## src/rtl/pc_sequencer.sv

```systemverilog
// Fetch-stage program counter: prioritised next-pc selection (reset, trap,
// trap return, stall, redirect, RAS pop, sequential) with a circular return-address stack.
module pc_sequencer #(
  parameter int              XLEN      = 32,
  parameter logic [XLEN-1:0] RESET_VEC = 32'h0000_0000,
  parameter logic [XLEN-1:0] TRAP_VEC  = 32'h0000_0100,
  parameter int              RAS_DEPTH = 4,
  parameter int              C_EXT     = 1
) (
  input  logic            i_clk,
  input  logic            i_clr_n,
  input  logic            i_stall,
  input  logic            i_step_half,
  input  logic            i_redirect_en,
  input  logic [XLEN-1:0] i_redirect_target,
  input  logic            i_call,
  input  logic            i_ret,
  input  logic            i_trap,
  input  logic            i_trap_ret,
  output logic [XLEN-1:0] o_pc,
  output logic [XLEN-1:0] o_pc_plus,
  output logic [XLEN-1:0] o_epc,
  output logic            o_ras_empty,
  output logic            o_ras_full,
  output logic            o_ret_miss,
  output logic            o_target_misaligned
);

  localparam int PW = $clog2(RAS_DEPTH);
  localparam int CW = PW + 1;
  localparam logic [CW-1:0]   RAS_MAX    = CW'(RAS_DEPTH);
  localparam logic [XLEN-1:0] ALIGN_MASK = (C_EXT != 0) ? XLEN'(1) : XLEN'(3);

  logic [XLEN-1:0] r_pc;
  logic [XLEN-1:0] r_epc;
  logic [XLEN-1:0] r_ras [RAS_DEPTH];
  logic [PW-1:0]   r_wptr;
  logic [CW-1:0]   r_cnt;
  logic            r_ret_miss;
  logic            r_misaligned;

  logic [XLEN-1:0] w_step;
  logic [XLEN-1:0] w_pc_plus;
  logic [XLEN-1:0] w_tgt;
  logic            w_tgt_bad;
  logic [PW-1:0]   w_top_idx;
  logic [XLEN-1:0] w_top;
  logic            w_flow;
  logic            w_take_redir;
  logic            w_take_ret;
  logic            w_push;
  logic            w_pop;
  logic            w_miss;
  logic            w_empty;
  logic [XLEN-1:0] w_pc_nxt;

  assign w_step    = (C_EXT != 0 && i_step_half) ? XLEN'(2) : XLEN'(4);
  assign w_pc_plus = r_pc + w_step;

  assign w_tgt     = i_redirect_target & ~ALIGN_MASK;
  assign w_tgt_bad = |(i_redirect_target & ALIGN_MASK);

  // write pointer always points at the next free slot; top of stack sits just below it
  assign w_top_idx = r_wptr - 1'b1;
  assign w_top     = r_ras[w_top_idx];
  assign w_empty   = (r_cnt == '0);

  assign w_flow       = !i_trap && !i_trap_ret && !i_stall;
  assign w_take_redir = w_flow && i_redirect_en;
  assign w_take_ret   = w_flow && !i_redirect_en && i_ret;
  assign w_push       = w_take_redir && i_call;
  assign w_pop        = w_take_ret && !w_empty;
  assign w_miss       = w_take_ret && w_empty;

  always_comb begin
    w_pc_nxt = w_pc_plus;
    if (i_trap)            w_pc_nxt = TRAP_VEC;
    else if (i_trap_ret)   w_pc_nxt = r_epc;
    else if (i_stall)      w_pc_nxt = r_pc;
    else if (i_redirect_en) w_pc_nxt = w_tgt;
    else if (w_pop)        w_pc_nxt = w_top;
  end

  always_ff @(posedge i_clk) begin
    if (!i_clr_n) begin
      r_pc         <= RESET_VEC;
      r_epc        <= '0;
      r_wptr       <= '0;
      r_cnt        <= '0;
      r_ret_miss   <= 1'b0;
      r_misaligned <= 1'b0;
    end else begin
      r_pc         <= w_pc_nxt;
      r_ret_miss   <= w_miss;
      r_misaligned <= w_take_redir && w_tgt_bad;
      if (i_trap) r_epc <= r_pc;
      if (w_push) begin
        r_wptr <= r_wptr + 1'b1;
        // a full stack overwrites its oldest entry, so the count saturates
        if (r_cnt != RAS_MAX) r_cnt <= r_cnt + 1'b1;
      end else if (w_pop) begin
        r_wptr <= w_top_idx;
        r_cnt  <= r_cnt - 1'b1;
      end
    end
  end

  // stack contents carry no reset meaning; only the pointer and count are cleared
  always_ff @(posedge i_clk) begin
    if (i_clr_n && w_push) r_ras[r_wptr] <= w_pc_plus;
  end

  assign o_pc                = r_pc;
  assign o_pc_plus           = w_pc_plus;
  assign o_epc               = r_epc;
  assign o_ras_empty         = w_empty;
  assign o_ras_full          = (r_cnt == RAS_MAX);
  assign o_ret_miss          = r_ret_miss;
  assign o_target_misaligned = r_misaligned;

endmodule

```

## config.mk

```make
export PLATFORM = sky130hd
export DESIGN_NAME = pc_sequencer
export DESIGN_NICKNAME = d
export VERILOG_FILES = /design/src/rtl/pc_sequencer.sv
export SDC_FILE = /design/constraint.sdc
export NUM_CORES = 1
export LEC_CHECK = 0
export CORE_AREA = 2 2 181 94
export DETAILED_ROUTE_END_ITERATION = 10
export DIE_AREA = 0 0 183 96
export HOLD_SLACK_MARGIN = 0.1
export PLACE_DENSITY = 0.88
export SYNTH_ARGS = -nofsm -noshare
export SYNTH_HDL_FRONTEND = slang
export SYNTH_SLANG_ARGS = --single-unit
export TNS_END_PERCENT = 30
```

## constraint.sdc

```tcl
create_clock -name i_clk -period 6.8 [get_ports i_clk]
set_input_delay 1.36 -clock i_clk [delete_from_list [all_inputs] [get_ports i_clk]]
set_output_delay 1.36 -clock i_clk [all_outputs]
set_load 0.05 [all_outputs]
```

== Word level (Yosys, flattened, before mapping) ==
Memories as Yosys holds them, arrays and structs flattened.
Cells that the tools add are included.

* Add/sub/neg operators: 5
* Bitwise logic cells: 1
* Mux-type cells: 13
* Reductions and logical operators: 19
* Equal/unequal tests: 5

{| class="wikitable"
|+ Operators by type and width
! kind !! count
|-
| 2-to-1 mux 32 bit || 4
|-
| adder 32 x 3 -> 32 bit || 1
|-
| 2-to-1 mux 3 bit || 4
|-
| logical AND 1 bit || 10
|-
| 2-to-1 mux 9 bit || 1
|-
| logical NOT 1 bit || 5
|-
| 2-to-1 mux 2 bit || 2
|-
| inequality test 2 x 1 -> 1 bit (second input constant) || 2
|-
| adder 3 x 1 -> 3 bit (second input constant) || 1
|-
| equality test 3 bit (second input constant) || 1
|-
| logical NOT 3 bit || 1
|-
| inequality test 3 x 1 -> 1 bit (second input constant) || 1
|-
| inequality test 3 bit (second input constant) || 1
|-
| subtractor 3 x 1 -> 3 bit (second input constant) || 1
|-
| adder 2 x 1 -> 2 bit (second input constant) || 1
|-
| 2-to-1 mux 1 bit || 2
|-
| AND reduction 2 bit || 1
|-
| nonzero test 2 bit || 1
|-
| OR reduction 2 bit || 1
|-
| subtractor 2 x 1 -> 2 bit (second input constant) || 1
|-
| NOT 1 bit || 1
|}

* Bits of input ports: 41
* Output and inout port bits: 100
* Register bits: 71
* Word-level logic and storage cells: 51
* Memories: 1
* Memory bits (writable): 128

{| class="wikitable"
|+ Memory list
! name !! words !! bits a word !! rd ports !! clocked after Yosys merged registers in !! wr ports !! RTL line !! source
|-
| r_ras || 4 || 32 || 1 || 0 || 1 || 36 || <nowiki>logic [XLEN-1:0] r_ras [RAS_DEPTH];</nowiki>
|}

== Depth between registers and ports, before layout ==
Gate-level depths: netlist (run 1).

* Depth after elaboration: 11
* Depth in mapped cells: 11
* Depth with buffers taken out: 8

== Worst setup path before layout (run 1) ==
OpenSTA, ideal clock, no wires.

* Path kind: input-to-output
* Start point: in i_step_half
* End point: out o_pc_plus[29]
* Cell stages on the path: 7
* Buffers on the path: 2
* Slack: 1.962 ns
* Data required time: 5.440 ns
* Arrival time: 3.478 ns
* Cells stage by stage: ha_1 -> fa_1 -> clkbuf_1 -> and4_1 -> clkbuf_1 -> and4_1 -> xor2_1

* Cells in the longest elaborated chain, start to end: 2

{| class="wikitable"
|+ RTL lines
! element !! RTL line !! source
|-
| from (decl) || 13 || <nowiki>input logic i_step_half,</nowiki>
|-
| 2-to-1 mux 3 bit || 57 || <nowiki>assign w_step = (C_EXT != 0 && i_step_half) ? XLEN'(2) : XLEN'(4);</nowiki>
|-
| adder 32 x 3 -> 32 bit || 58 || <nowiki>assign w_pc_plus = r_pc + w_step;</nowiki>
|-
| to (decl) || 21 || <nowiki>output logic [XLEN-1:0] o_pc_plus,</nowiki>
|}

Every way passes these cells.

== Worst setup path in the final report (run 1) ==
* Start point: in i_step_half
* End point: out o_pc_plus[27]

Same word-level chain as after synthesis.

==> impl_metrics.py, run 1 <==
metrics = {
    "run_status": {
        "status": "complete, no violations",
    },
    "grt": {
        "grt_max_degree": 54,
        "use_met1_pct": 43.5,
        "grt.overflow.total": 0,
        "grt_use_met3_pct": 8.63,
        "top_usage_layer": "met2",
        "antenna_found_initial": 0,
        "grt_pass1_wl_um": 40000,
        "first_global_vias": 6788,
        "grt_usage_pct": 31.3,
        "grtUsageMet2_pct": 47.0,
    },
    "cts": {
        "cts_sinks": 199,
        "cts_tree": "done",
        "path_clk_slew_ns": 0.07,
        "post_cts.repair.setup_buffers": 0,
        "cts_hold_buf": 0,
        "insertion_delay_ns": 0.44,
        "cts_buffers": 17,
        "clock_path_buffers": 2,
        "root_buffer": "clkbuf_16",
        "cts_resized": 0,
        "htree_levels": 4,
    },
    "synthesis": {
        "postSynthCellCount": 731,
        "synth_fa_ha_area_share_pct": 1.26,
        "synth-seq-cells": 199,
        "synth_cell_types": 59,
        "yosysSeqAreaShare_pct": 57.6,
        "synth_top_family_by_area": "simple AND/OR/NAND/NOR gates",
        "synthMuxAreaShare_pct": 11.9,
        "synth_fp_nets": 780,
        "synth-simple-area-share_pct": 12.3,
        "yosysWarnings": 0,
        "yosys.area.top_type": "edfxtp_1",
        "synth_edf_count": 128,
        "synth-xor-area-share_pct": 2.20,
        "synthArstFlopShare_pct": 0,
        "syn_area_um2": 9140,
        "synth_compound_area_share_pct": 11.2,
        "synth.area.top_cells": "edfxtp_1 42%, dfxtp_1 16%, mux4_2 7.9%",
        "syn_avg_cell_area_um2": 12.5,
        "yosysTopAreaCellShare_pct": 42.1,
        "synth_top_flop_cell": "edfxtp_1",
    },
    "setup_path": {
        "start_kind": "input port",
        "cp-end-kind": "primary output",
        "worst-setup-path-type": "input port to primary output",
        "cp.arrival_ns": 4.72,
        "cp_max_fo": 8,
        "crit_required_ns": 5.44,
    },
    "floorplanning": {
        "io_pins": 141,
        "initial_utilization_pct": 57.1,
        "die_h_um": 96,
        "fp.coreArea_um2": 16000,
        "die_x_um": 183,
        "row_count": 33,
        "die_area_um2": 17600,
    },
    "routing": {
        "dr.pass1.iters": 6,
        "drc": 0,
        "routed-via-count": 7064,
        "postRouteAntennaNets": 0,
        "via_per_inst": 6.61,
        "wire_per_inst_um": 24.9,
        "drtIter0Drc": 969,
        "wirelength_um": 26600,
    },
    "sta": {
        "setup_viol": 0,
        "tns_ns": 0,
        "fin_ws_ns": 0.716,
        "min_period_ns": 6.08,
        "slew-limit-headroom_pct": 17.2,
        "slew_violations": 0,
        "finalHoldViolations": 0,
        "rsz0062_at_grt": "false",
        "max_freq_ghz": 0.164,
        "tightest_slew_ns": 1.24,
        "skew_ns": 0.0127,
        "whs_ns": 0.493,
        "finalCritPeriodShare_pct": 89.5,
    },
    "cells_and_area": {
        "antenna_cells": 0,
        "areaGrowthSynthToFinish_pct": 22.6,
        "drive_above_1_share_pct": 10.6,
        "fin_nets": 895,
        "layout_common_cells": "138 x clkdlybuf4s50_1, 128 x edfxtp_1, 70 x dfxtp_1",
        "final_common_cell": "clkdlybuf4s50_1",
    },
    "flow_run": {
        "drv_cap": 0,
    },
    "power_and_ir_drop": {
        "power_density_nw_per_um2": 228,
        "p_total_mw": 2.55,
        "ir_drop_mv": 0.179,
        "p_leak_nw": 3.74,
    },
    "placed_design": {
        "gp_congestion": 0.860,
        "port_buffers": 140,
        "hpwl_um": 16900,
        "place_ws_ns": 0.815,
    },
    "worst_hold_path": {
        "min_path_type": "flip-flop to flip-flop",
    },
}
-- cells in the mapped netlist (all sizes together), types with 7 or more instances --
library cell / n
a21oi: 31
a221o: 7
a221oi: 11
and3: 13
and4: 8
buf: 23
clkbuf: 34
dfxtp: 71
edfxtp: 128
inv: 14
mux2i: 37
mux4: 32
nand2: 54
nand3: 14
nand4: 11
nor2: 29
nor2b: 37
nor3: 15
o21ai: 32
o22ai: 8
or2: 7
xnor2: 15
xor2: 8
-- kinds of logic (layout without fill, tap and decap cells) --
kind of cell | after synthesis | after routing
and+or+nand+nor | 213 | 213
DFF | 199 | 199
AOI/OAI and AO/OA | 148 | 148
buffers and inverters | 71 | 199
muxes | 69 | 69
xor gates and xnor gates | 23 | 23
adders and majority gates | 8 | 8
-- worst max-delay path, stage by stage --
cell,delay [ns]
clkdlybuf4s50_1,0.48
ha_1,0.22
fa_1,0.40
nand4_1,0.40
nor4_1,0.45
xor2_1,0.50
clkdlybuf4s50_1,0.91
-- registers in the layout (all words and copies together), names as in the netlist --
name                 flops
r_ras                  128
o_epc                   32
o_pc                    32
r_cnt                    3
r_wptr                   2
o_ret_miss               1
o_target_misaligned      1
-- layer usage --
layer / share of wire (%) / vias up
li1: - / 3012
met1: 41 / 3396
met3: 14 / 80
met4: 2.6 / 0
met2: 43 / 576
met5: 0 / -
-- stage by stage --
step | instance area, µm² | utilization, % | instances
2_1_floorplan | 9140 | - | 731
3_3_place_gp | 10600 | 66.4 | 1037
3_5_place_dp | 10600 | 66.4 | 1037
4_1_cts | 11200 | 69.9 | 1069
5_1_grt | 11200 | 69.9 | 1069
6_report | 11200 | 69.9 | 1069
-- path summary, 6_finish.rpt --
check        slack, ns         from             to  cells past startpoint
max               0.72  i_step_half  o_pc_plus[27]                      7
min               0.49     o_epc[0]        o_pc[0]                      2
max reg2reg       3.42    r_wptr[0]       o_pc[21]                      8
min reg2reg       0.49     o_epc[0]        o_pc[0]                      2
-- report_power, final --
part / internal, mW / switching [mW]
Combinational: 0.0927 / 0.156
Clock: 0.544 / 0.450
Sequential: 1.29 / 0.0182
-- cell type report --
type / count / area (µm²)
clock buffer: 21 / 440
clock inverter: 11 / 125
fill: 1057 / 4820
inverter: 14 / 52.6
multi-input combinational: 461 / 3570
sequential: 199 / 5270
tap: 210 / 263
timing repair buffer: 153 / 1490
Power figures use the tool's default switching activity.
==> inputs of run 2 (changes only) <==
--- a/config.mk
+++ b/config.mk
@@ -10,6 +10,7 @@
 export DIE_AREA = 0 0 183 96
 export HOLD_SLACK_MARGIN = 0.1
 export PLACE_DENSITY = 0.88
+export REMOVE_ABC_BUFFERS = 1
 export SYNTH_ARGS = -nofsm -noshare
 export SYNTH_HDL_FRONTEND = slang
 export SYNTH_SLANG_ARGS = --single-unit
==> run 2 against run 1 <==
Clock skew is essentially flat. Count of clock-buffer cells in the layout shrank 3. Final cell count grew 0.28%. Die area is the same. Final area grew 0.71%. Clock power grew 7%. Via count grew 0.62%. Worst setup slack gained 0.081 ns. Non-clock buffer count grew 3. Critical path type unchanged. Sequential cell count is the same. First-iteration DRC count grew 23%. Sequential share of layout area shrank 0.33 points.
==> impl_metrics.py, run 2 (same netlist as run 1, synthesis figures left out) <==
metrics = {
    "setup_path": {
        "cp_max_fo": 7,
        "crit_chain": "clkdlybuf4s50_1, inv_1, ha_1, a21oi_1, or3_1, nor2_1, nand2_1, xnor2_1, clkdlybuf4s50_1",
        "start_kind": "input port",
        "cp-end-kind": "primary output",
        "r2r_start": "r_wptr[0]",
        "crit_start": "i_step_half",
        "cp_common_cell": "clkdlybuf4s50_1",
        "crit_path_max_incr_delay_ns": 0.88,
        "cp.arrival_ns": 4.64,
        "rr_worst_depth": 8,
        "reg2reg_to": "o_pc[24]",
        "reg2reg_setup_slack_ns": 3.05,
        "worst-setup-path-type": "input port to primary output",
        "cpMaxStageDelayCell": "clkdlybuf4s50_1",
        "crit_required_ns": 5.44,
    },
    "sta": {
        "finalHoldViolations": 0,
        "tns_ns": 0,
        "slew-limit-headroom_pct": 26.1,
        "min_period_ns": 6.00,
        "setup_viol": 0,
        "slew_violations": 0,
        "rsz0062_at_grt": "false",
        "tightest_slew_ns": 1.11,
        "max_freq_ghz": 0.167,
        "skew_ns": 0.0123,
        "finalCritPeriodShare_pct": 88.3,
    },
    "cells_and_area": {
        "post-route-util_pct": 70.4,
        "fillers": 1084,
        "drive_above_1_share_pct": 11.5,
        "final_common_cell": "clkdlybuf4s50_1",
        "largest_reg_flops": 128,
        "fin_nets": 898,
        "areaGrowthSynthToFinish_pct": 23.5,
        "largest_register": "r_ras",
        "design_area_um2": 11300,
        "antenna_cells": 0,
        "layout_common_cells": "138 x clkdlybuf4s50_1, 128 x edfxtp_1, 70 x dfxtp_1",
    },
    "run_status": {
        "status": "complete, no violations",
    },
    "routing": {
        "drc": 0,
        "routed-via-count": 7108,
        "dr.pass1.iters": 6,
        "via_per_inst": 6.63,
        "wire_per_inst_um": 25.0,
        "postRouteAntennaNets": 0,
        "wirelength_um": 26800,
        "drtIter0Drc": 1191,
    },
    "grt": {
        "grt_pass1_wl_um": 40500,
        "grt_use_met3_pct": 10.4,
        "antenna_found_initial": 0,
        "top_usage_layer": "met2",
        "grt.overflow.total": 0,
        "use_met1_pct": 44.7,
        "grt_usage_pct": 31.6,
        "grtUsageMet2_pct": 46.3,
        "first_global_vias": 6923,
        "grt_max_degree": 48,
    },
    "floorplanning": {
        "fp.coreArea_um2": 16000,
        "die_x_um": 183,
        "die_area_um2": 17600,
        "die_h_um": 96,
        "row_count": 33,
        "io_pins": 141,
        "initial_utilization_pct": 57.1,
    },
    "cts": {
        "cts_tree": "done",
        "insertion_delay_ns": 0.43,
        "cts_hold_buf": 0,
        "root_buffer": "clkbuf_16",
        "path_clk_slew_ns": 0.07,
        "cts_buffers": 17,
        "post_cts.repair.setup_buffers": 0,
        "cts_sinks": 199,
        "clock_path_buffers": 2,
        "htree_levels": 4,
        "cts_resized": 0,
    },
    "placed_design": {
        "place_area_um2": 10700,
        "port_buffers": 140,
        "gp_congestion": 0.877,
        "hpwl_um": 17400,
    },
    "flow_run": {
        "drv_cap": 0,
    },
    "worst_hold_path": {
        "holdPathStages": 2,
        "min_path_type": "flip-flop to flip-flop",
        "hold_start": "o_epc[0]",
        "min_to": "o_pc[0]",
    },
    "power_and_ir_drop": {
        "p_leak_nw": 3.78,
        "power_density_nw_per_um2": 232,
        "ir_drop_mv": 0.190,
    },
}
[run 2: changes by cell type in the layout (fill, tap and decap cells not counted)]
cell,change
buf_4,+3
bufinv_16,+1
clkbuf_1,-3
clkinv_1,-2
clkinv_4,+3
clkinv_8,+1
clkinvlp_4,-1
inv_8,+1
[run 2: worst max-delay path, delay by kind of cell]
| family | cells | cell delay [ns] |
|---|---|---|
| buf+inv | 3 | 1.49 |
| simple gates | 3 | 1.00 |
| xor+xnor | 1 | 0.35 |
| fa+ha+maj | 1 | 0.31 |
| compound gates | 1 | 0.14 |
[run 2: worst max path at each step]
stage	slack, ns	depth (start not counted)	endpoint
after global placement	1.00	9	o_pc_plus[26]
final	0.80	9	o_pc_plus[26]
after detailed placement	0.90	9	o_pc_plus[26]
after CTS	0.86	9	o_pc_plus[26]
after global routing	0.61	9	o_pc_plus[26]
after floorplan	1.58	5	o_pc[30]
[run 2: final cells by class]
| class | count | area, µm² | area share, % |
|---|---|---|---|
| flip-flops and latches | 199 | 5270 | 46.7 |
| repair buffers | 156 | 1510 | 13.4 |
| inverters | 14 | 52.6 | 0.466 |
| clock inverters | 14 | 194 | 1.72 |
| clock buffers | 18 | 429 | 3.80 |
| multi-input cells | 461 | 3570 | 31.6 |
| well taps | 210 | 263 | 2.33 |
[run 2: power by group]
part	switching [mW]	internal (mW)	leakage [nW]	total, mW
Sequential	0.0185	1.29	1.72	1.31
Combinational	0.158	0.0936	1.77	0.252
Clock	0.469	0.590	0.296	1.06
[run 2: stage by stage]
step	std cells	total power, mW	hold slack (ns)	setup WS, ns
global placement	1040	1.57	0.491	1.00
floorplan	674	1.47	0.487	1.58
detailed placement	1040	1.58	0.490	0.897
global route	1072	2.68	0.516	0.612
finish	1072	2.62	0.500	0.797
CTS	1072	2.62	0.505	0.859
[run 2: metal layers]
layer | vias up | share of wire (%)
met5 | - | 0
met4 | 0 | 2.3
met3 | 62 | 15
met2 | 605 | 43
met1 | 3410 | 40
li1 | 3031 | -
==> inputs of run 3 (changes only) <==
--- a/config.mk
+++ b/config.mk
@@ -5,9 +5,11 @@
 export SDC_FILE = /design/constraint.sdc
 export NUM_CORES = 1
 export LEC_CHECK = 0
-export CORE_AREA = 2 2 181 94
+export CELL_PAD_IN_SITES_DETAIL_PLACEMENT = 0
+export CELL_PAD_IN_SITES_GLOBAL_PLACEMENT = 2
+export CORE_AREA = 2 2 220 114
 export DETAILED_ROUTE_END_ITERATION = 10
-export DIE_AREA = 0 0 183 96
+export DIE_AREA = 0 0 222 116
 export HOLD_SLACK_MARGIN = 0.1
 export PLACE_DENSITY = 0.88
 export REMOVE_ABC_BUFFERS = 1
==> run 3 against run 2 <==
Final cell count rose by 9.8%. Hold slack got worse by 0.018 ns. Final area up 0.79%. Power down 3.0%. Largest cell class unchanged. Via count is 5.9% lower.
==> impl_metrics.py, run 3 (same netlist as run 1, synthesis figures left out) <==
metrics = {
    "run_status": {
        "status": "complete, no violations",
    },
    "setup_path": {
        "crit_required_ns": 5.44,
        "cp-end-kind": "primary output",
        "cp_max_fo": 8,
        "cpMaxStageDelayCell": "clkdlybuf4s50_1",
        "crit_path_max_incr_delay_ns": 0.91,
        "path_delay_family": "buffers and inverters",
        "cp.arrival_ns": 4.77,
        "reg2reg_setup_slack_ns": 3.19,
        "path_buf_inv": 2,
        "crit_chain": "clkdlybuf4s50_1, ha_1, fa_1, nand4_1, nor4_1, xor2_1, clkdlybuf4s50_1",
        "worst-setup-path-type": "input port to primary output",
        "start_kind": "input port",
        "cp_common_cell": "clkdlybuf4s50_1",
    },
    "cts": {
        "insertion_delay_ns": 0.45,
        "root_buffer": "clkbuf_16",
        "post_cts.repair.setup_buffers": 0,
        "clock_path_buffers": 2,
        "htree_levels": 4,
        "cts_sinks": 199,
        "cts_buffers": 17,
        "path_clk_slew_ns": 0.07,
        "cts_resized": 0,
        "cts_tree": "done",
        "cts_hold_buf": 0,
    },
    "floorplanning": {
        "fp.coreArea_um2": 23700,
        "die_area_um2": 25800,
        "initial_utilization_pct": 38.6,
        "io_pins": 141,
        "die_h_um": 116,
        "die_x_um": 222,
        "row_count": 40,
    },
    "cells_and_area": {
        "final_common_cell": "clkdlybuf4s50_1",
        "layout_common_cells": "138 x clkdlybuf4s50_1, 128 x edfxtp_1, 70 x dfxtp_1",
        "antenna_cells": 0,
        "fillers": 2124,
        "fin_nets": 899,
        "drive_above_1_share_pct": 11.3,
        "largest_register": "r_ras",
        "areaGrowthSynthToFinish_pct": 24.4,
        "largest_reg_flops": 128,
    },
    "sta": {
        "slew_violations": 0,
        "finalCritPeriodShare_pct": 90.2,
        "tns_ns": 0,
        "whs_ns": 0.482,
        "tightest_slew_ns": 0.907,
        "min_period_ns": 6.13,
        "skew_ns": 0.0108,
        "setup_viol": 0,
        "rsz0062_at_grt": "false",
        "max_freq_ghz": 0.163,
        "slew-limit-headroom_pct": 39.4,
        "finalHoldViolations": 0,
        "fin_ws_ns": 0.669,
    },
    "routing": {
        "drc": 0,
        "wire_per_inst_um": 23.9,
        "postRouteAntennaNets": 0,
        "via_per_inst": 5.68,
        "wirelength_um": 28200,
        "dr.pass1.iters": 7,
        "routed-via-count": 6690,
        "drtIter0Drc": 653,
    },
    "placed_design": {
        "port_buffers": 140,
        "hpwl_um": 18700,
        "gp_congestion": 0.786,
        "place_ws_ns": 0.710,
    },
    "worst_hold_path": {
        "min_path_type": "flip-flop to flip-flop",
    },
    "power_and_ir_drop": {
        "ir_drop_mv": 0.133,
        "power_density_nw_per_um2": 223,
        "p_leak_nw": 3.76,
    },
    "grt": {
        "antenna_found_initial": 0,
        "grt_max_degree": 48,
        "first_global_vias": 6284,
        "grt.overflow.total": 0,
        "grt_usage_pct": 22.4,
        "grt_pass1_wl_um": 41600,
    },
    "flow_run": {
        "drv_cap": 0,
    },
}
-- run 3: area by class of cell --
type	count	area [µm²]	share of cell area, %
clock buffer	23	478	4.20
clock inverter	8	75.1	0.660
sequential	199	5270	46.3
tap	315	394	3.47
multi-input combinational	461	3580	31.4
timing repair buffer	157	1530	13.5
inverter	14	52.6	0.462
-- run 3: stage by stage --
| stage | std cells | utilization [%] | instance area [µm²] | total power [mW] |
|---|---|---|---|---|
| after floorplan | 674 | - | 8880 | 1.47 |
| after global placement | 1146 | 45.7 | 10800 | 1.58 |
| after detailed placement | 1146 | 45.7 | 10800 | 1.59 |
| after CTS | 1177 | 48.0 | 11400 | 2.55 |
| after global routing | 1177 | 48.0 | 11400 | 2.61 |
| final | 1177 | 48.0 | 11400 | 2.54 |
-- run 3: tightest hold or removal path, delay by kind of cell (launching register included) --
kind               cells  cell delay [ns]
AOI/OAI and AO/OA      1             0.05
and+or+nand+nor        1             0.06
DFF                    1             0.33
-- run 3: path summary, 6_finish.rpt --
| path | from | endpoint | cells after the start |
|---|---|---|---|
| setup / recovery | i_step_half | o_pc_plus[25] | 7 |
| hold reg to reg | o_epc[0] | o_pc[0] | 2 |
| hold / removal | o_epc[0] | o_pc[0] | 2 |
| setup reg to reg | r_wptr[0] | o_pc[24] | 8 |
-- run 3: routing by layer --
layer  vias up  share of wire, %  GRT usage [%]
met4         0               1.1           5.68
li1       3024                 -              -
met2       301                40           30.8
met5         -                 0              0
met3        25               9.1           6.19
met1      3340                49           34.5
-- run 3: report_power, final --
part / leakage, nW / internal, mW / switching, mW / total, mW
registers: 1.72 / 1.29 / 0.0187 / 1.31
logic: 1.78 / 0.0939 / 0.158 / 0.252
clock network: 0.263 / 0.530 / 0.449 / 0.980
total: 3.76 / 1.91 / 0.626 / 2.54
